[src/rtl/core_pkg.sv]
// Shared core types for the LSU/dcache arbitration slice: access size,
// arbiter FSM states, request source tags and the packed dcache request.
package core_pkg;

  localparam int unsigned CORE_XLEN = 64;

  typedef enum logic [1:0] {SIZE_B, SIZE_H, SIZE_W, SIZE_D} inst_size_t;

  typedef enum logic [1:0] {RUN, DRAIN, ACK} arb_state_e;

  typedef enum logic {SRC_LD, SRC_ST} arb_src_e;

  typedef struct packed {
    logic                 we;
    logic [CORE_XLEN-1:0] addr;
    inst_size_t           size;
    logic [CORE_XLEN-1:0] wdata;
  } mem_req_t;

endpackage

[src/rtl/lsu_dcache_arbiter_if.sv]
// Dcache-side request/response bus. The arbiter is the master, the dcache the slave.
interface lsu_dcache_arbiter_if
  import core_pkg::*;
#(
  parameter int unsigned XLEN = 64
);

  // Request: a transfer happens on a cycle where valid && ready. Once valid is
  // raised it stays high with all fields stable until that cycle. Responses
  // come back in order and are never back-pressured.
  logic            mem_req_valid_o;
  logic            mem_req_ready_i;
  logic            mem_req_we_o;
  logic [XLEN-1:0] mem_req_addr_o;
  inst_size_t      mem_req_size_o;
  logic [XLEN-1:0] mem_req_wdata_o;
  logic            mem_rsp_valid_i;
  logic [XLEN-1:0] mem_rsp_data_i;

  modport master (
    output mem_req_valid_o, mem_req_we_o, mem_req_addr_o, mem_req_size_o, mem_req_wdata_o,
    input  mem_req_ready_i, mem_rsp_valid_i, mem_rsp_data_i
  );

  modport slave (
    input  mem_req_valid_o, mem_req_we_o, mem_req_addr_o, mem_req_size_o, mem_req_wdata_o,
    output mem_req_ready_i, mem_rsp_valid_i, mem_rsp_data_i
  );

endinterface

[src/rtl/arb_starve_prio2.sv]
// Two-way load/store arbiter: loads win by default, a saturating starvation
// counter forces a store through, and a lock holds a stalled grant until handshake.
module arb_starve_prio2
  import core_pkg::*;
#(
  parameter int unsigned STARVE_LIMIT = 4
) (
  input  logic     clk,
  input  logic     rst,
  input  logic     ld_elig,
  input  logic     st_elig,
  input  logic     ld_valid,
  input  logic     st_valid,
  input  logic     mem_ready,
  output logic     req_valid,
  output arb_src_e src,
  output logic     ld_ready,
  output logic     st_ready,
  output logic     lock
);

  localparam int unsigned SW = $clog2(STARVE_LIMIT + 1);

  logic [SW-1:0] starve_cnt_q;
  logic          lock_q;
  arb_src_e      lock_src_q;

  // A locked grant follows the raw requester valid, so a load caught by a
  // fence still completes even though it is no longer eligible.
  always_comb begin
    src       = SRC_LD;
    req_valid = 1'b0;
    if (lock_q) begin
      src       = lock_src_q;
      req_valid = (lock_src_q == SRC_ST) ? st_valid : ld_valid;
    end else if (st_elig && (!ld_elig || starve_cnt_q >= SW'(STARVE_LIMIT))) begin
      src       = SRC_ST;
      req_valid = 1'b1;
    end else if (ld_elig) begin
      src       = SRC_LD;
      req_valid = 1'b1;
    end
  end

  assign ld_ready = req_valid && (src == SRC_LD) && mem_ready;
  assign st_ready = req_valid && (src == SRC_ST) && mem_ready;
  assign lock     = lock_q;

  always_ff @(posedge clk) begin
    if (rst) begin
      lock_q       <= 1'b0;
      lock_src_q   <= SRC_LD;
      starve_cnt_q <= '0;
    end else begin
      if (req_valid && !mem_ready) begin
        lock_q     <= 1'b1;
        lock_src_q <= src;
      end else if (req_valid && mem_ready) begin
        lock_q <= 1'b0;
      end
      if (st_ready) begin
        starve_cnt_q <= '0;
      end else if (st_valid && starve_cnt_q != SW'(STARVE_LIMIT)) begin
        starve_cnt_q <= starve_cnt_q + SW'(1);
      end
    end
  end

endmodule

[src/rtl/lsu_dcache_arbiter.sv]
// Shares the dcache request port between LSU loads and store-queue drain,
// counts in-flight loads and sequences the fence/drain handshake.
module lsu_dcache_arbiter
  import core_pkg::*;
#(
  parameter int unsigned XLEN         = 64,
  parameter int unsigned STARVE_LIMIT = 4,
  parameter int unsigned MAX_OUT_LD   = 4
) (
  input  logic                             clk,
  input  logic                             rst,
  input  logic                             ld_req_valid_i,
  output logic                             ld_req_ready_o,
  input  logic [XLEN-1:0]                  ld_req_addr_i,
  input  inst_size_t                       ld_req_size_i,
  input  logic                             st_req_valid_i,
  output logic                             st_req_ready_o,
  input  logic [XLEN-1:0]                  st_req_addr_i,
  input  inst_size_t                       st_req_size_i,
  input  logic [XLEN-1:0]                  st_req_data_i,
  input  logic                             sq_empty_i,
  input  logic                             fence_req_i,
  output logic                             fence_ack_o,
  lsu_dcache_arbiter_if.master             mem,
  output logic                             ld_rsp_valid_o,
  output logic [XLEN-1:0]                  ld_rsp_data_o,
  output logic [$clog2(MAX_OUT_LD+1)-1:0]  out_ld_o,
  output logic                             err_o,
  output arb_state_e                       state_o
);

  localparam int unsigned OW = $clog2(MAX_OUT_LD + 1);

  arb_state_e    state_q, state_d;
  logic [OW-1:0] out_ld_q;
  logic          err_q;
  logic          ld_elig, st_elig, lock, req_valid, rsp_dec;
  arb_src_e      src;

  assign ld_elig = ld_req_valid_i && (state_q == RUN) && (out_ld_q < OW'(MAX_OUT_LD));
  assign st_elig = st_req_valid_i && (state_q != ACK);

  arb_starve_prio2 #(.STARVE_LIMIT(STARVE_LIMIT)) u_arb (
    .clk       (clk),
    .rst       (rst),
    .ld_elig   (ld_elig),
    .st_elig   (st_elig),
    .ld_valid  (ld_req_valid_i),
    .st_valid  (st_req_valid_i),
    .mem_ready (mem.mem_req_ready_i),
    .req_valid (req_valid),
    .src       (src),
    .ld_ready  (ld_req_ready_o),
    .st_ready  (st_req_ready_o),
    .lock      (lock)
  );

  assign mem.mem_req_valid_o = req_valid;
  assign mem.mem_req_we_o    = (src == SRC_ST);
  assign mem.mem_req_addr_o  = (src == SRC_ST) ? st_req_addr_i : ld_req_addr_i;
  assign mem.mem_req_size_o  = (src == SRC_ST) ? st_req_size_i : ld_req_size_i;
  assign mem.mem_req_wdata_o = (src == SRC_ST) ? st_req_data_i : '0;

  assign ld_rsp_valid_o = mem.mem_rsp_valid_i;
  assign ld_rsp_data_o  = mem.mem_rsp_data_i;

  // Drain completes only once nothing is queued, in flight, or half-issued.
  always_comb begin
    state_d = state_q;
    unique case (state_q)
      RUN:     if (fence_req_i) state_d = DRAIN;
      DRAIN:   if (sq_empty_i && out_ld_q == '0 && !lock) state_d = ACK;
      ACK:     state_d = RUN;
      default: state_d = RUN;
    endcase
  end

  assign fence_ack_o = (state_q == ACK);
  assign state_o     = state_q;

  // A response with nothing outstanding is flagged rather than underflowing.
  assign rsp_dec = mem.mem_rsp_valid_i && (out_ld_q != '0);

  always_ff @(posedge clk) begin
    if (rst) begin
      state_q  <= RUN;
      out_ld_q <= '0;
      err_q    <= 1'b0;
    end else begin
      state_q <= state_d;
      unique case ({ld_req_ready_o, rsp_dec})
        2'b10:   out_ld_q <= out_ld_q + OW'(1);
        2'b01:   out_ld_q <= out_ld_q - OW'(1);
        default: out_ld_q <= out_ld_q;
      endcase
      if (mem.mem_rsp_valid_i && out_ld_q == '0) err_q <= 1'b1;
    end
  end

  assign out_ld_o = out_ld_q;
  assign err_o    = err_q;

endmodule

[src/flat_wrapper.sv]
// flat-port wrapper written by rule: the top's interface ports become plain ports
module lsu_dcache_arbiter_flat import core_pkg::*;
#(
  parameter int unsigned XLEN         = 64,
  parameter int unsigned STARVE_LIMIT = 4,
  parameter int unsigned MAX_OUT_LD   = 4
)
  (clk, rst, ld_req_valid_i, ld_req_ready_o, ld_req_addr_i, ld_req_size_i, st_req_valid_i, st_req_ready_o, st_req_addr_i, st_req_size_i, st_req_data_i, sq_empty_i, fence_req_i, fence_ack_o, ld_rsp_valid_o, ld_rsp_data_o, out_ld_o, err_o, state_o, mem_mem_req_valid_o, mem_mem_req_we_o, mem_mem_req_addr_o, mem_mem_req_size_o, mem_mem_req_wdata_o, mem_mem_req_ready_i, mem_mem_rsp_valid_i, mem_mem_rsp_data_i);
  lsu_dcache_arbiter_if #(.XLEN(XLEN)) mem_i ();
  input  logic clk;
  input  logic rst;
  input  logic ld_req_valid_i;
  output logic ld_req_ready_o;
  input  logic [XLEN-1:0] ld_req_addr_i;
  input  inst_size_t ld_req_size_i;
  input  logic st_req_valid_i;
  output logic st_req_ready_o;
  input  logic [XLEN-1:0] st_req_addr_i;
  input  inst_size_t st_req_size_i;
  input  logic [XLEN-1:0] st_req_data_i;
  input  logic sq_empty_i;
  input  logic fence_req_i;
  output logic fence_ack_o;
  output logic ld_rsp_valid_o;
  output logic [XLEN-1:0] ld_rsp_data_o;
  output logic [$clog2(MAX_OUT_LD+1)-1:0] out_ld_o;
  output logic err_o;
  output arb_state_e state_o;
  output wire logic [$bits(mem_i.mem_req_valid_o)-1:0] mem_mem_req_valid_o;
  output wire logic [$bits(mem_i.mem_req_we_o)-1:0] mem_mem_req_we_o;
  output wire logic [$bits(mem_i.mem_req_addr_o)-1:0] mem_mem_req_addr_o;
  output wire logic [$bits(mem_i.mem_req_size_o)-1:0] mem_mem_req_size_o;
  output wire logic [$bits(mem_i.mem_req_wdata_o)-1:0] mem_mem_req_wdata_o;
  input wire logic [$bits(mem_i.mem_req_ready_i)-1:0] mem_mem_req_ready_i;
  input wire logic [$bits(mem_i.mem_rsp_valid_i)-1:0] mem_mem_rsp_valid_i;
  input wire logic [$bits(mem_i.mem_rsp_data_i)-1:0] mem_mem_rsp_data_i;
  assign mem_mem_req_valid_o = mem_i.mem_req_valid_o;
  assign mem_mem_req_we_o = mem_i.mem_req_we_o;
  assign mem_mem_req_addr_o = mem_i.mem_req_addr_o;
  assign mem_mem_req_size_o = mem_i.mem_req_size_o;
  assign mem_mem_req_wdata_o = mem_i.mem_req_wdata_o;
  assign mem_i.mem_req_ready_i = mem_mem_req_ready_i;
  assign mem_i.mem_rsp_valid_i = mem_mem_rsp_valid_i;
  assign mem_i.mem_rsp_data_i = mem_mem_rsp_data_i;
  lsu_dcache_arbiter #(.XLEN(XLEN), .STARVE_LIMIT(STARVE_LIMIT), .MAX_OUT_LD(MAX_OUT_LD)) u_core (.clk(clk), .rst(rst), .ld_req_valid_i(ld_req_valid_i), .ld_req_ready_o(ld_req_ready_o), .ld_req_addr_i(ld_req_addr_i), .ld_req_size_i(ld_req_size_i), .st_req_valid_i(st_req_valid_i), .st_req_ready_o(st_req_ready_o), .st_req_addr_i(st_req_addr_i), .st_req_size_i(st_req_size_i), .st_req_data_i(st_req_data_i), .sq_empty_i(sq_empty_i), .fence_req_i(fence_req_i), .fence_ack_o(fence_ack_o), .mem(mem_i), .ld_rsp_valid_o(ld_rsp_valid_o), .ld_rsp_data_o(ld_rsp_data_o), .out_ld_o(out_ld_o), .err_o(err_o), .state_o(state_o));
endmodule
[config.mk]
export PLATFORM = sky130hd
export DESIGN_NAME = lsu_dcache_arbiter_flat
export DESIGN_NICKNAME = d
export VERILOG_FILES = /design/src/rtl/core_pkg.sv /design/src/rtl/lsu_dcache_arbiter_if.sv /design/src/rtl/arb_starve_prio2.sv /design/src/rtl/lsu_dcache_arbiter.sv /design/src/flat_wrapper.sv
export SDC_FILE = /design/constraint.sdc
export NUM_CORES = 1
export LEC_CHECK = 0
export BUFFER_PORTS_ARGS = -buffer_cell sky130_fd_sc_hd__buf_2
export CAP_MARGIN = 20
export CORE_AREA = 2 2 183 185
export CTS_BUF_LIST = sky130_fd_sc_hd__clkbuf_4 sky130_fd_sc_hd__clkbuf_8
export CTS_CLUSTER_DIAMETER = 60
export DETAILED_ROUTE_END_ITERATION = 12
export DIE_AREA = 0 0 185 187
export GPL_TIMING_DRIVEN = 0
export HOLD_SLACK_MARGIN = 0.03
export SLEW_MARGIN = 25
export SYNTH_ARGS = -nofsm -noshare
export SYNTH_HDL_FRONTEND = slang
export SYNTH_SLANG_ARGS = --single-unit
[constraint.sdc]
create_clock -name clk -period 3.1 [get_ports clk]
set_input_delay 0.31 -clock clk [delete_from_list [all_inputs] [get_ports clk]]
set_output_delay 0.31 -clock clk [all_outputs]
set_load 0.01 [all_outputs]
# ---- Word-level counts from Yosys, hierarchy flattened
# Index checks and enable logic that the tools add are counted.
dict set report word_totals {
  regBits 11
  word_cells 61
  input_bits 268
  out_inout_bits 206
}
dict set report op_classes {
  muxes 15
  bitwise 1
  addsub 3
  eq_ne 8
  reduce_logical 26
  order_cmp 2
}
# operator count
set ops {}
lappend ops {{$mux W64} 2}
lappend ops {{$logic_and A1 B1 Y1} 15}
lappend ops {{$mux W1} 8}
lappend ops {{$add A3 B1 Y3 const B} 2}
lappend ops {{$mux W2} 3}
lappend ops {{$pmux W3 S2} 1}
lappend ops {{$eq A2 B1 Y1 const B} 2}
lappend ops {{$eq A2 B2 Y1 const B} 2}
lappend ops {{$ne A2 B2 Y1 const B} 2}
lappend ops {{$pmux W2 S2} 1}
lappend ops {{$reduce_bool A2 Y1} 2}
lappend ops {{$ge A3 B3 Y1 const B} 1}
lappend ops {{$logic_not A1 Y1} 3}
lappend ops {{$logic_not A3 Y1} 1}
lappend ops {{$lt A3 B3 Y1 const B} 1}
lappend ops {{$ne A3 B3 Y1 const B} 1}
lappend ops {{$reduce_bool A3 Y1} 1}
lappend ops {{$sub A3 B1 Y3 const B} 1}
lappend ops {{$logic_not A2 Y1} 1}
lappend ops {{$ne A2 B1 Y1 const B} 1}
lappend ops {{$reduce_and A2 Y1} 1}
lappend ops {{$reduce_or A2 Y1} 1}
lappend ops {{$logic_or A1 B1 Y1} 1}
lappend ops {{$not A1 Y1} 1}

# ---- Longest topological paths before layout
# Gate-level depths: netlist of the first run.
dict set report depth {
  depth_word 13
  mapped_depth 12
  depth_no_buf 10
}

# ---- Modules after synthesis
# From an unflattened synthesis of the first run, not the netlist that was laid out.
dict set report unflattened {
  hier_cells 280
  hier_area_um2 2457.4
}
# mod cells_per_inst area_per_inst_um2 n_inst
set by_module_without_submodules {}
lappend by_module_without_submodules {lsu_dcache_arbiter 241 2130.8 1}
lappend by_module_without_submodules {arb_starve_prio2 39 326.6 1}

# ---- Least setup slack after synthesis of the first run
# No wires, ideal clock.
dict set report synth_path {
  kind {flip-flop to flip-flop}
  from {reg u_core.state_q[0] (netlist: u_core.state_o[0])}
  to {reg u_core.out_ld_q[2] (netlist: u_core.out_ld_o[2])}
  stages_incl_launch_ff 13
  slack_ns 0.214
  arrival_ns 2.816
  period_less_slack_ns 2.886
  t_required_ns 3.030
  n_path_buf 2
  cell_sequence {dfxtp_1 or3b_4 or3_4 a32oi_4 buf_8 buf_12 nand3_1 ha_1 inv_1 fa_1 xor2_1 or3_1 a21oi_1}
}
dict set report synth_via {
  elab_chain_len 13
  word_cells_on_any_way 20
  cone_classes {eq/ne: 3; mux: 6; bitwise: 1; reduce/logical: 10}
}
# item line
set synth_lines {}
lappend synth_lines {{start, declared} lsu_dcache_arbiter.sv:34} ;# arb_state_e state_q, state_d;
lappend synth_lines {{start signal, assigned} lsu_dcache_arbiter.sv:90} ;# state_q <= state_d;
lappend synth_lines {{$logic_not A2 Y1} lsu_dcache_arbiter.sv:40} ;# assign ld_elig = ld_req_valid_i && (state_q == RUN) && (out_ld_q < OW'(MAX_OUT_LD));
lappend synth_lines {{$logic_and A1 B1 Y1 (2 in a row)} lsu_dcache_arbiter.sv:40}
lappend synth_lines {{$logic_not A1 Y1} arb_starve_prio2.sv:36} ;# end else if (st_elig && (!ld_elig || starve_cnt_q >= SW'(STARVE_LIMIT))) begin
lappend synth_lines {{$logic_or A1 B1 Y1} arb_starve_prio2.sv:36}
lappend synth_lines {{$logic_and A1 B1 Y1} arb_starve_prio2.sv:36}
lappend synth_lines {{$mux W1} arb_starve_prio2.sv:36}
lappend synth_lines {{$mux W1} arb_starve_prio2.sv:33} ;# if (lock_q) begin
lappend synth_lines {{$not A1 Y1} arb_starve_prio2.sv:45} ;# assign ld_ready = req_valid && (src == SRC_LD) && mem_ready;
lappend synth_lines {{$logic_and A1 B1 Y1 * (2 in a row)} arb_starve_prio2.sv:45}
lappend synth_lines {{$eq A2 B1 Y1 / $eq A2 B2 Y1 (equally long branches)} lsu_dcache_arbiter.sv:91} ;# unique case ({ld_req_ready_o, rsp_dec})
lappend synth_lines {{$pmux W3 S2 / $reduce_bool A2 Y1 (equally long branches)} --}
lappend synth_lines {{end signal, assigned} lsu_dcache_arbiter.sv:92} ;# 2'b10: out_ld_q <= out_ld_q + OW'(1);
lappend synth_lines {{end signal, assigned} lsu_dcache_arbiter.sv:93} ;# 2'b01: out_ld_q <= out_ld_q - OW'(1);
lappend synth_lines {{end signal, assigned} lsu_dcache_arbiter.sv:94} ;# default: out_ld_q <= out_ld_q;
lappend synth_lines {{end, declared} lsu_dcache_arbiter.sv:35} ;# logic [OW-1:0] out_ld_q;
# Every way passes the cells marked *; elsewhere a longest branch is shown, timed or not.
# A chain may end at the register's enable or synchronous reset.

# ---- Worst setup path after layout of the first run
dict set report layout_path {
  from {reg u_core.state_q[0] (netlist: u_core.state_o[0])}
  to {out mem_mem_req_addr_o[16]}
}
dict set report layout_via {
  elab_chain_len 9
  word_cells_on_any_way 11
  cone_classes {eq/ne: 1; mux: 3; reduce/logical: 7}
}
# item line
set layout_lines {}
lappend layout_lines {{$logic_not A2 Y1} lsu_dcache_arbiter.sv:40}
lappend layout_lines {{$logic_and A1 B1 Y1 (2 in a row)} lsu_dcache_arbiter.sv:40}
lappend layout_lines {{$logic_not A1 Y1} arb_starve_prio2.sv:36}
lappend layout_lines {{$logic_or A1 B1 Y1} arb_starve_prio2.sv:36}
lappend layout_lines {{$logic_and A1 B1 Y1 *} arb_starve_prio2.sv:36}
lappend layout_lines {{$mux W1 *} arb_starve_prio2.sv:36}
lappend layout_lines {{$mux W1 *} arb_starve_prio2.sv:33}
lappend layout_lines {{$mux W64 *} lsu_dcache_arbiter.sv:60} ;# assign mem.mem_req_addr_o = (src == SRC_ST) ? st_req_addr_i : ld_req_addr_i;
lappend layout_lines {{end, declared} flat_wrapper.sv:31} ;# output wire logic [$bits(mem_i.mem_req_addr_o)-1:0] mem_mem_req_addr_o;
# Marked as above.

==> run_results.csv, run 1 <==
group,metric,value,unit
run_status,outcome,"completed",
pwr,design_power_total,1.622,mW
yosys,syn_area,2414,um^2
min_path,hold_path_startpoint,"mem_mem_rsp_valid_i",
clock_tree,holdBufCountCts,0,
critical_path,cp-end-kind,"primary output",
critical_path,crit_required,2790,ps
sta,relSlewSlack,0.6623,
finish,fin_area,5095,um^2
pwr,vdd_ir_drop_max,0.1954,mV
finish,area_growth,111.1,%
grt,grt_start_max_net_pins,11,
sta,skew,4.616,ps
critical_path,worstReg2RegStart,"u_core.state_o[0]$_SDFFE_PP0P_",
sta,layout_setup_ws,190.1,ps
die,core,32860,um^2
route,num_vias,3537,
critical_path,reg2reg_depth,12,
sta,hold_slack,337.6,ps
yosys,synth_top_cell_area_share,0.2753,
pwr,p_per_area,318.3,nW/um^2
placed_design,preCtsSetupSlack,-198.2,ps
yosys,ys_warn_count,0,
grt,grt_pass1_wl,19.84,mm
sta,fin_crit_sh,0.9387,
yosys,synth_common_cells,"65 x buf_4, 64 x and2_1, 59 x mux2_2, 11 x dfxtp_1, 9 x nor2_1",
yosys,synth_area_per_cell,8.682,um^2
grt,grt_pass1_vias,3366,
finish,fin_util,0.1550,
sta,rsz0062_at_grt,"false",
clock_tree,clk_pin_slew,50,ps
placed_design,portBuffers,409,
die,initial_core_util,0.07345,
route,via_per_inst,3.092,
yosys,synth_edf_count,0,
sta,min_period,2910,ps
route,drt_first_pass_iters,4,
route,drt-total-wl,14.74,mm
sta,setup_tns,0,ps
placed_design,gp_congestion,0.9007,
sta,slew_viol_final,0,
yosys,ys_async_sr_fraction,0,
grt,antenna_found_initial,3,
critical_path,arrival,2600,ps
route,ant_nets,0,
placed_design,placed_area,5021,um^2
placed_design,hpwl,13.44,mm
route,drc_errors,0,
yosys,ys_top_cells_by_area,"mux2_2 28%, buf_4 20%, and2_1 17%",
flow_run,maxCapViolCount,0,
sta,worst_pin_slew,506.5,ps
placed_design,dp.cells,1135,
sta,max_freq,343.7,MHz
route,met2WireLength,6.786,mm
yosys,yosys.cell_types.count,36,
sta,finalHoldViolCount,0,
die,die_x,185,um
die,fp.dieH,187,um
pwr,power.leakage,2.839,nW
clock_tree,clock_sinks,11,
yosys,synth_most_common_cell,"buf_4",
finish,drive_above_1_share,0.8069,
min_path,min_path_type,"in -> reg",
yosys,synth_ff_type,"dfxtp_1",
yosys,syn_inst,278,
route,drt_iter0_markers,106,
min_path,min_delay_path_depth,3,
grt,overflow,0,
sta,setup_viol,0,
die,dieArea,34600,um^2
route,top_layer,"met5",
yosys,ys_seq_area_frac,0.09124,
grt,grtUsageTotal,0.07680,
clock_tree,cts-root-buf,"clkbuf_8",
clock_tree,cts_buffer_depth,2,
yosys,yosysTopAreaCell,"mux2_2",
clock_tree,worst_skew_pair.late_latency,240,ps
yosys,syn_nets,550,
die,io_pins,474,
die,row_count,67,
critical_path,critical_path_class,"reg -> out",
critical_path,start_kind,"register",
clock_tree,cts_buffers,3,
critical_path,worstPathMaxFanout,10,
clock_tree,cts_resized,0,
finish,fin_cells,1144,
yosys,synth_seq_cells,11,
route,met1_length,6.293,mm
finish,fin_nets,967,
min_path,hold_end,"u_core.err_o$_SDFFE_PP0P_",
critical_path,reg2reg_to,"u_core.out_ld_o[2]$_SDFFE_PP0P_",
route,wl_met3,1.092,mm
clock_tree,cts_tree,"yes",
clock_tree,htreeDepth,1,
critical_path,reg2reg_setup_slack,230,ps
route,detail_route.wl_per_cell,12.88,um
where the power goes:
part / total [mW] / switching, mW / internal [mW]
logic: 1.27 / 0.615 / 0.657
clock network: 0.155 / 0.0555 / 0.0992
registers: 0.195 / 0.0258 / 0.169
critical path, stage by stage (launching register included):
cell and delay [ps]:
dfxtp_1 350, or3b_4 420, or3_4 350, a32oi_4 250
buf_4 230, buf_6 200, mux2_2 390, buf_2 150
routing by layer:
layer | track usage | vias up
met5 | 0 | -
met4 | 0.02534 | 4
met3 | 0.01460 | 16
met2 | 0.1259 | 217
met1 | 0.1005 | 1603
li1 | - | 1697
state kept, by name, summed over array words and instances, names as in the netlist:
signal and count:
u_core.err_o 1, u_core.out_ld_o 3, u_core.state_o 2, u_core.u_arb.lock 1
u_core.u_arb.lock_src_q 1, u_core.u_arb.starve_cnt_q 3
kinds of logic after synthesis:
kind of cell | after synthesis | synth area share
adder cells (fa/ha/maj) | 4 | 0.02385
XOR/XNOR | 4 | 0.01452
buffers and inverters | 88 | 0.2722
AO/OA/AOI/OAI | 16 | 0.05392
flip-flops | 11 | 0.09124
AND/OR/NAND/NOR | 88 | 0.2214
multiplexers | 67 | 0.3230
cell type report:
cell class,count,area [um^2]
diodes,2,5.005
plain buffers,81,628.1
clock buffers,4,48.80
fillers,3808,27770
inverters,7,28.78
multi-input cells,179,1536
flip-flops and latches,11,220.2
well taps,448,560.5
repair buffers,412,2067
timing repair:
item	4_1_cts	5_1_grt
setup buffers	2	0
pin swaps	1	1
endpoints found under the setup margin	2	1
endpoints found under the hold margin	0	0
cell usage in the layout (no fill, tap or decap), drive strengths merged, types with 2 or more instances in the layout:
cell,instances
buf,485
clkbuf,12
diode,2
ha,3
inv,7
a311oi,4
and3,3
mux2,66
and2,64
dfxtp,11
nor2b,2
or3,2
nor2,9
a21oi,6
nand2,2
xor2,3
how the worst max path moves through the flow:
stage	startpoint	end	slack, ps
2_1_floorplan	u_core.state_o[0]$_SDFFE_PP0P_	u_core.out_ld_o[2]$_SDFFE_PP0P_	210
3_3_place_gp	ld_req_valid_i	u_core.out_ld_o[2]$_SDFFE_PP0P_	-170
3_5_place_dp	ld_req_valid_i	u_core.out_ld_o[2]$_SDFFE_PP0P_	-200
4_1_cts	u_core.state_o[0]$_SDFFE_PP0P_	mem_mem_req_addr_o[16]	80
5_1_grt	u_core.state_o[0]$_SDFFE_PP0P_	u_core.out_ld_o[2]$_SDFFE_PP0P_	40
6_report	u_core.state_o[0]$_SDFFE_PP0P_	mem_mem_req_addr_o[16]	190
(Power assumes the default switching activity.)
==> run 2: changes to the inputs <==
--- a/config.mk
+++ b/config.mk
@@ -5,13 +5,14 @@
 export SDC_FILE = /design/constraint.sdc
 export NUM_CORES = 1
 export LEC_CHECK = 0
+export ABC_AREA = 1
 export BUFFER_PORTS_ARGS = -buffer_cell sky130_fd_sc_hd__buf_2
 export CAP_MARGIN = 20
-export CORE_AREA = 2 2 183 185
+export CORE_AREA = 2 2 182 184
 export CTS_BUF_LIST = sky130_fd_sc_hd__clkbuf_4 sky130_fd_sc_hd__clkbuf_8
 export CTS_CLUSTER_DIAMETER = 60
 export DETAILED_ROUTE_END_ITERATION = 12
-export DIE_AREA = 0 0 185 187
+export DIE_AREA = 0 0 184 186
 export GPL_TIMING_DRIVEN = 0
 export HOLD_SLACK_MARGIN = 0.03
 export SLEW_MARGIN = 25
==> run_results.csv, run 2 <==
group,metric,value,unit
grt,grt_pass1_vias,3624,
finish,final_common_cell,"buf_2",
yosys,synth_top_cell_area_share,0.3184,
flow_run,maxCapViolCount,0,
sta,skew,0.6883,ps
pwr,seqPwrFrac,0.110,
pwr,power.leakage,3.508,nW
placed_design,gp_congestion,0.7694,
finish,area_growth,104.8,%
critical_path,worstReg2RegStart,"u_core.state_o[0]$_SDFFE_PP0P_",
min_path,hold_end,"u_core.u_arb.lock$_SDFFE_PP0P_",
yosys,synth_top_family_by_area,"simple AND/OR/NAND/NOR gates",
critical_path,start_kind,"register",
pwr,swShare,0.5170,
pwr,switchingPower,0.9521,mW
yosys,synth-simple-area-share,0.4507,
yosys,ys_seq_area_frac,0.08853,
critical_path,crit_required,3220,ps
yosys,syn_nets,774,
clock_tree,cts_setup_buffers,0,
route,drc_errors,0,
yosys,ys_async_sr_fraction,0,
die,io_pins,474,
clock_tree,clk_pin_slew,50,ps
clock_tree,cts_tree,"yes",
yosys,synth_xor_xnor_area_share,0.007042,
die,core,32210,um^2
critical_path,reg2reg_to,"u_core.out_ld_o[2]$_SDFFE_PP0P_",
run_status,outcome,"completed",
placed_design,preCtsSetupSlack,437.1,ps
clock_tree,cts-root-buf,"clkbuf_8",
placed_design,portBuffers,409,
yosys,synthAdderAreaFrac,0.02314,
min_path,hold_path_startpoint,"rst",
yosys,synth_seq_cells,11,
route,detail_route.wl_per_cell,11.44,um
sta,worst_pin_slew,606.3,ps
clock_tree,cts_buffers,3,
critical_path,critical_path_class,"reg -> reg",
route,drt_iter0_markers,94,
yosys,ys_top_cells_by_area,"nand2_1 32%, buf_4 20%, inv_1 13%",
critical_path,reg2reg_depth,16,
route,drt_first_pass_iters,4,
sta,relSlewSlack,0.5958,
finish,drive_above_1_share,0.5443,
yosys,synth_compound_area_frac,0.02918,
yosys,yosys.cell_types.count,21,
finish,final_cell_mix,"415 x buf_2, 211 x nand2_1, 87 x inv_1, 78 x nor2_1, 65 x buf_4",
critical_path,arrival,2710,ps
pwr,p_int,0.8895,mW
die,initial_core_util,0.07723,
sta,setup_tns,0,ps
die,row_count,66,
yosys,yosysTopAreaCell,"nand2_1",
sta,rsz0062_at_grt,"false",
die,die_x,184,um
yosys,synth_edf_count,0,
grt,grt_pass1_wl,19.58,mm
finish,fin_nets,1188,
route,drt-total-wl,15.14,mm
die,dieArea,34220,um^2
route,num_vias,4257,
min_path,min_path_type,"in -> reg",
placed_design,hpwl,13.67,mm
sta,setup_viol,0,
pwr,clockPowerShare,0.081,
sta,slew_viol_final,0,
critical_path,cp-end-kind,"register",
clock_tree,holdBufCountCts,0,
grt,antenna_found_initial,2,
grt,overflow,0,
clock_tree,cts_resized,0,
yosys,syn_inst,502,
grt,grt_start_max_net_pins,11,
sta,fin_crit_sh,0.8358,
sta,finalHoldViolCount,0,
pwr,p_per_area,361.6,nW/um^2
sta,layout_setup_ws,509.2,ps
clock_tree,cts_buffer_depth,2,
yosys,synth_common_cells,"211 x nand2_1, 87 x inv_1, 78 x nor2_1, 65 x buf_4",
critical_path,reg2reg_setup_slack,510,ps
grt,grtUsageTotal,0.07481,
yosys,synth_most_common_cell,"nand2_1",
route,ant_nets,0,
min_path,min_delay_path_depth,2,
yosys,syn_area,2487,um^2
yosys,ys_warn_count,0,
yosys,synthMuxAreaShare,0.004527,
yosys,synth_ff_type,"dfxtp_1",
pwr,vdd_ir_drop_max,0.2448,mV
clock_tree,worst_skew_pair.late_latency,230,ps
clock_tree,clock_sinks,11,
finish,diodes,0,
critical_path,worstPathMaxFanout,10,
pwr,p_comb_frac,0.809,
sta,max_freq,386.0,MHz
finish,fillers,3787,
sta,min_period,2591,ps
clock_tree,htreeDepth,1,
die,fp.dieH,186,um
pwr,design_power_total,1.842,mW
yosys,synth_area_per_cell,4.955,um^2
route,via_per_inst,3.218,
-- run 2: cell count changes after synthesis, moves of 5 or more --
cell and delta:
nand2_1 +209, inv_1 +81, nor2_1 +69, and2_1 -64
mux2_2 -58, mux2_4 -7, buf_2 +6, o21ai_0 +5
-- run 2: worst max-delay path, cell delays in order, from the launching register on --
cell	delay, ps
dfxtp_1	350
inv_1	60
nand2_1	110
nand2_1	80
nor2_1	90
o21ai_1	80
nand2_2	210
buf_2	290
nor2_1	100
inv_1	60
ha_1	130
inv_1	60
fa_1	370
a21oi_1	140
o21ai_0	110
o21ai_0	160
a21oi_1	50
-- run 2: worst max path at each step --
stage                                   start                         endpoint  depth (start not counted)  slack (ps)
6_report       u_core.state_o[0]$_SDFFE_PP0P_  u_core.out_ld_o[2]$_SDFFE_PP0P_                         16         510
5_1_grt        u_core.state_o[0]$_SDFFE_PP0P_  u_core.out_ld_o[2]$_SDFFE_PP0P_                         16         120
4_1_cts        u_core.state_o[0]$_SDFFE_PP0P_  u_core.out_ld_o[2]$_SDFFE_PP0P_                         16         420
3_5_place_dp   u_core.state_o[0]$_SDFFE_PP0P_  u_core.out_ld_o[2]$_SDFFE_PP0P_                         16         440
3_3_place_gp   u_core.state_o[0]$_SDFFE_PP0P_  u_core.out_ld_o[2]$_SDFFE_PP0P_                         16         490
2_1_floorplan  u_core.state_o[0]$_SDFFE_PP0P_  u_core.out_ld_o[2]$_SDFFE_PP0P_                         16         860
-- run 2: logic make-up (layout without fill, tap and decap cells) --
group | Yosys count | count (layout)
buffers and inverters | 174 | 587
and+or+nand+nor | 296 | 296
muxes | 1 | 1
xor gates and xnor gates | 2 | 2
AOI/OAI and AO/OA | 14 | 14
adders and majority gates | 4 | 4
DFF | 11 | 11
-- run 2: layout make-up --
| cell class | count | area [um^2] | area share |
|---|---|---|---|
| timing repair buffer | 409 | 2047 | 0.4019 |
| multi-input combinational | 317 | 1280 | 0.2513 |
| buffer | 86 | 656.9 | 0.1290 |
| tap | 408 | 510.5 | 0.1002 |
| inverter | 88 | 330.3 | 0.06485 |
| sequential | 11 | 220.2 | 0.04323 |
| clock buffer | 4 | 48.80 | 0.009580 |
-- run 2: power by group through the flow --
stage	registers, mW	logic (mW)	clock network (mW)
after floorplan	0.209	0.811	0
after global placement	0.204	1.50	0
after detailed placement	0.205	1.51	0
after CTS	0.202	1.52	0.157
after global routing	0.206	1.66	0.167
final	0.202	1.49	0.150
-- run 2: per-layer routing --
| layer | routed length (um) | share of wire | GRT usage | up-vias |
|---|---|---|---|---|
| li1 | - | - | - | 2186 |
| met1 | 6015 | 0.40 | 0.08768 | 1819 |
| met2 | 7949 | 0.53 | 0.1493 | 242 |
| met3 | 1075 | 0.071 | 0.007044 | 10 |
| met4 | 99 | 0.0065 | 0.008960 | 0 |
| met5 | 0 | 0 | 0 | - |
-- run 2: stage by stage --
step | cells | util | cell area [um^2] | hold slack (ps)
floorplan | 502 | - | 2487 | 379.1
global placement | 1319 | 0.1566 | 5045 | 449.0
detailed placement | 1319 | 0.1566 | 5045 | 457.0
CTS | 1323 | 0.1582 | 5094 | 238.1
global route | 1323 | 0.1582 | 5094 | 259.5
finish | 1323 | 0.1582 | 5094 | 244.5
==> run 3: changes to the inputs <==
==> constraint.sdc (replaced) <==
create_clock -name clk -period 2.2 [get_ports clk]
set_input_delay 0.22 -clock clk [delete_from_list [all_inputs] [get_ports clk]]
set_output_delay 0.22 -clock clk [all_outputs]
set_load 0.01 [all_outputs]
==> run_results.csv, run 3 (same netlist as run 2, synthesis figures left out) <==
group,metric,value,unit
run_status,outcome,"completed",
placed_design,portBuffers,409,
sta,layout_setup_ws,45.14,ps
die,row_count,66,
finish,fin_nets,1200,
critical_path,crit_path_max_incr_delay,360,ps
route,drt-total-wl,15.78,mm
critical_path,worstPathMaxFanout,10,
min_path,min_path_type,"in -> reg",
route,drt_first_pass_iters,4,
pwr,design_power_total,2.876,mW
sta,worst_pin_slew,265.9,ps
clock_tree,holdBufCountCts,0,
critical_path,path_cells,"nor2_4 > nand2_2 > o21ai_4 > nand2_4 > buf_6 > inv_2 > buf_12 > buf_12 > buf_12 > nand2_1 > nand2_1 > buf_2",
clock_tree,cts-root-buf,"clkbuf_8",
grt,antenna_found_initial,3,
sta,relSlewSlack,0.8216,
sta,min_period,2155,ps
route,via_per_inst,3.200,
sta,finalHoldViolCount,0,
pwr,p_per_area,531.7,nW/um^2
grt,grt_start_max_net_pins,13,
grt,gr-max-usage-layer,"met2",
clock_tree,htreeDepth,1,
clock_tree,clk_pin_slew,50,ps
critical_path,critical_path_class,"reg -> out",
sta,slew_viol_final,0,
grt,grtUsageTotal,0.07532,
critical_path,arrival,1930,ps
critical_path,slowest_stage,"dfxtp_4",
route,detail_route.wl_per_cell,11.80,um
pwr,switchingPower,1.441,mW
critical_path,cp-end-kind,"primary output",
pwr,power.leakage,3.625,nW
die,fp.dieH,186,um
clock_tree,cts_buffers,3,
finish,register_area,230.2,um^2
grt,grt_use_met2,0.1295,
grt,grt_util_met3,0.009783,
sta,fin_crit_sh,0.9795,
grt,grtUsageMet1,0.09961,
sta,max_freq,464.1,MHz
route,drt_iter0_markers,139,
route,drc_errors,0,
finish,area_growth,117.5,%
critical_path,crit_path_frequent_cell,"buf_12",
pwr,swShare,0.5010,
finish,fillers,3723,
die,initial_core_util,0.07723,
die,die_x,184,um
pwr,vdd_ir_drop_max,0.4246,mV
sta,hold_slack,143.1,ps
pwr,p_comb_frac,0.822,
pwr,clockPowerShare,0.075,
sta,setup_viol,0,
placed_design,preCtsSetupSlack,-429.0,ps
placed_design,gp_congestion,0.7783,
die,core,32210,um^2
finish,multi_input_area,1399,um^2
grt,grt_pass1_wl,19.43,mm
sta,rsz0062_at_grt,"true",
finish,fin_area,5410,um^2
die,dieArea,34220,um^2
critical_path,crit_required,1980,ps
flow_run,maxCapViolCount,0,
placed_design,placed_area,5047,um^2
finish,drive_above_1_share,0.5933,
sta,skew,1.617,ps
grt,overflow,0,
route,num_vias,4282,
pwr,seqPwrFrac,0.103,
grt,grt_pass1_vias,3590,
finish,final_cell_mix,"414 x buf_2, 201 x nand2_1, 85 x inv_1, 76 x buf_4, 64 x nor2_1",
pwr,p_int,1.435,mW
clock_tree,worst_skew_pair.late_latency,230,ps
clock_tree,cts_tree,"yes",
clock_tree,cts_buffer_depth,2,
placed_design,dp.cells,1319,
finish,fin_cells,1338,
placed_design,hpwl,13.99,mm
route,ant_nets,0,
critical_path,start_kind,"register",
clock_tree,clock_sinks,11,
die,io_pins,474,
finish,final_common_cell,"buf_2",
-- run 3: changes by cell type in the layout (fill, tap and decap cells not counted), sizes merged --
cell / delta
buf: +13
diode: +3
clkbuf: -1
-- run 3: layer usage --
layer,share of wire,wire length (um)
met5,0,0
met4,0.018,281
met3,0.076,1200
met2,0.47,7477
met1,0.43,6824
-- run 3: final timing paths --
kind                                                      from                               to  slack, ps  cells after the start
worst max register to register  u_core.state_o[0]$_SDFFE_PP0P_  u_core.out_ld_o[2]$_SDFFE_PP0P_         70                     17
worst min register to register       u_core.err_o$_SDFFE_PP0P_        u_core.err_o$_SDFFE_PP0P_        470                      1
worst min-delay path                                       rst   u_core.u_arb.lock$_SDFFE_PP0P_        140                      2
worst max-delay path            u_core.state_o[0]$_SDFFE_PP0P_            mem_mem_req_addr_o[9]         50                     12
-- run 3: critical path: cells and delay by family (launching register included) --
kind                   cells  cell delay, ps
flip-flops                 1             360
AND/OR/NAND/NOR            5             430
buffers and inverters      6             710
AO/OA/AOI/OAI              1             170
-- run 3: power by group through the flow --
stage | registers [mW] | clock network, mW | logic [mW]
floorplan | 0.295 | 0 | 1.15
global placement | 0.289 | 0 | 2.12
detailed placement | 0.289 | 0 | 2.14
CTS | 0.287 | 0.216 | 2.26
global route | 0.301 | 0.223 | 2.61
finish | 0.296 | 0.216 | 2.36
-- run 3: cell type report --
cell class                      count  area share
Tap cell                          408     0.09436
Sequential cell                    11     0.04255
Inverter                           88     0.06105
Antenna cell                        3    0.001388
Multi-Input combinational cell    317      0.2586
Timing Repair Buffer              425      0.4105
Buffer                             82      0.1226
Clock buffer                        4    0.009019
-- run 3: metrics by stage --
step	utilization	setup TNS, ps
after floorplan	-	0
after global placement	0.1567	-972.5
after detailed placement	0.1567	-1126
after CTS	0.1618	0
after global routing	0.1679	-1080
final	0.1680	0
-- run 3: what timing repair did --
| item | CTS | global route |
|---|---|---|
| endpoints found under the setup margin | 104 | 100 |
| gates resized for setup | 26 | 39 |
| setup buffers | 5 | 11 |
| pin swaps | 6 | 9 |
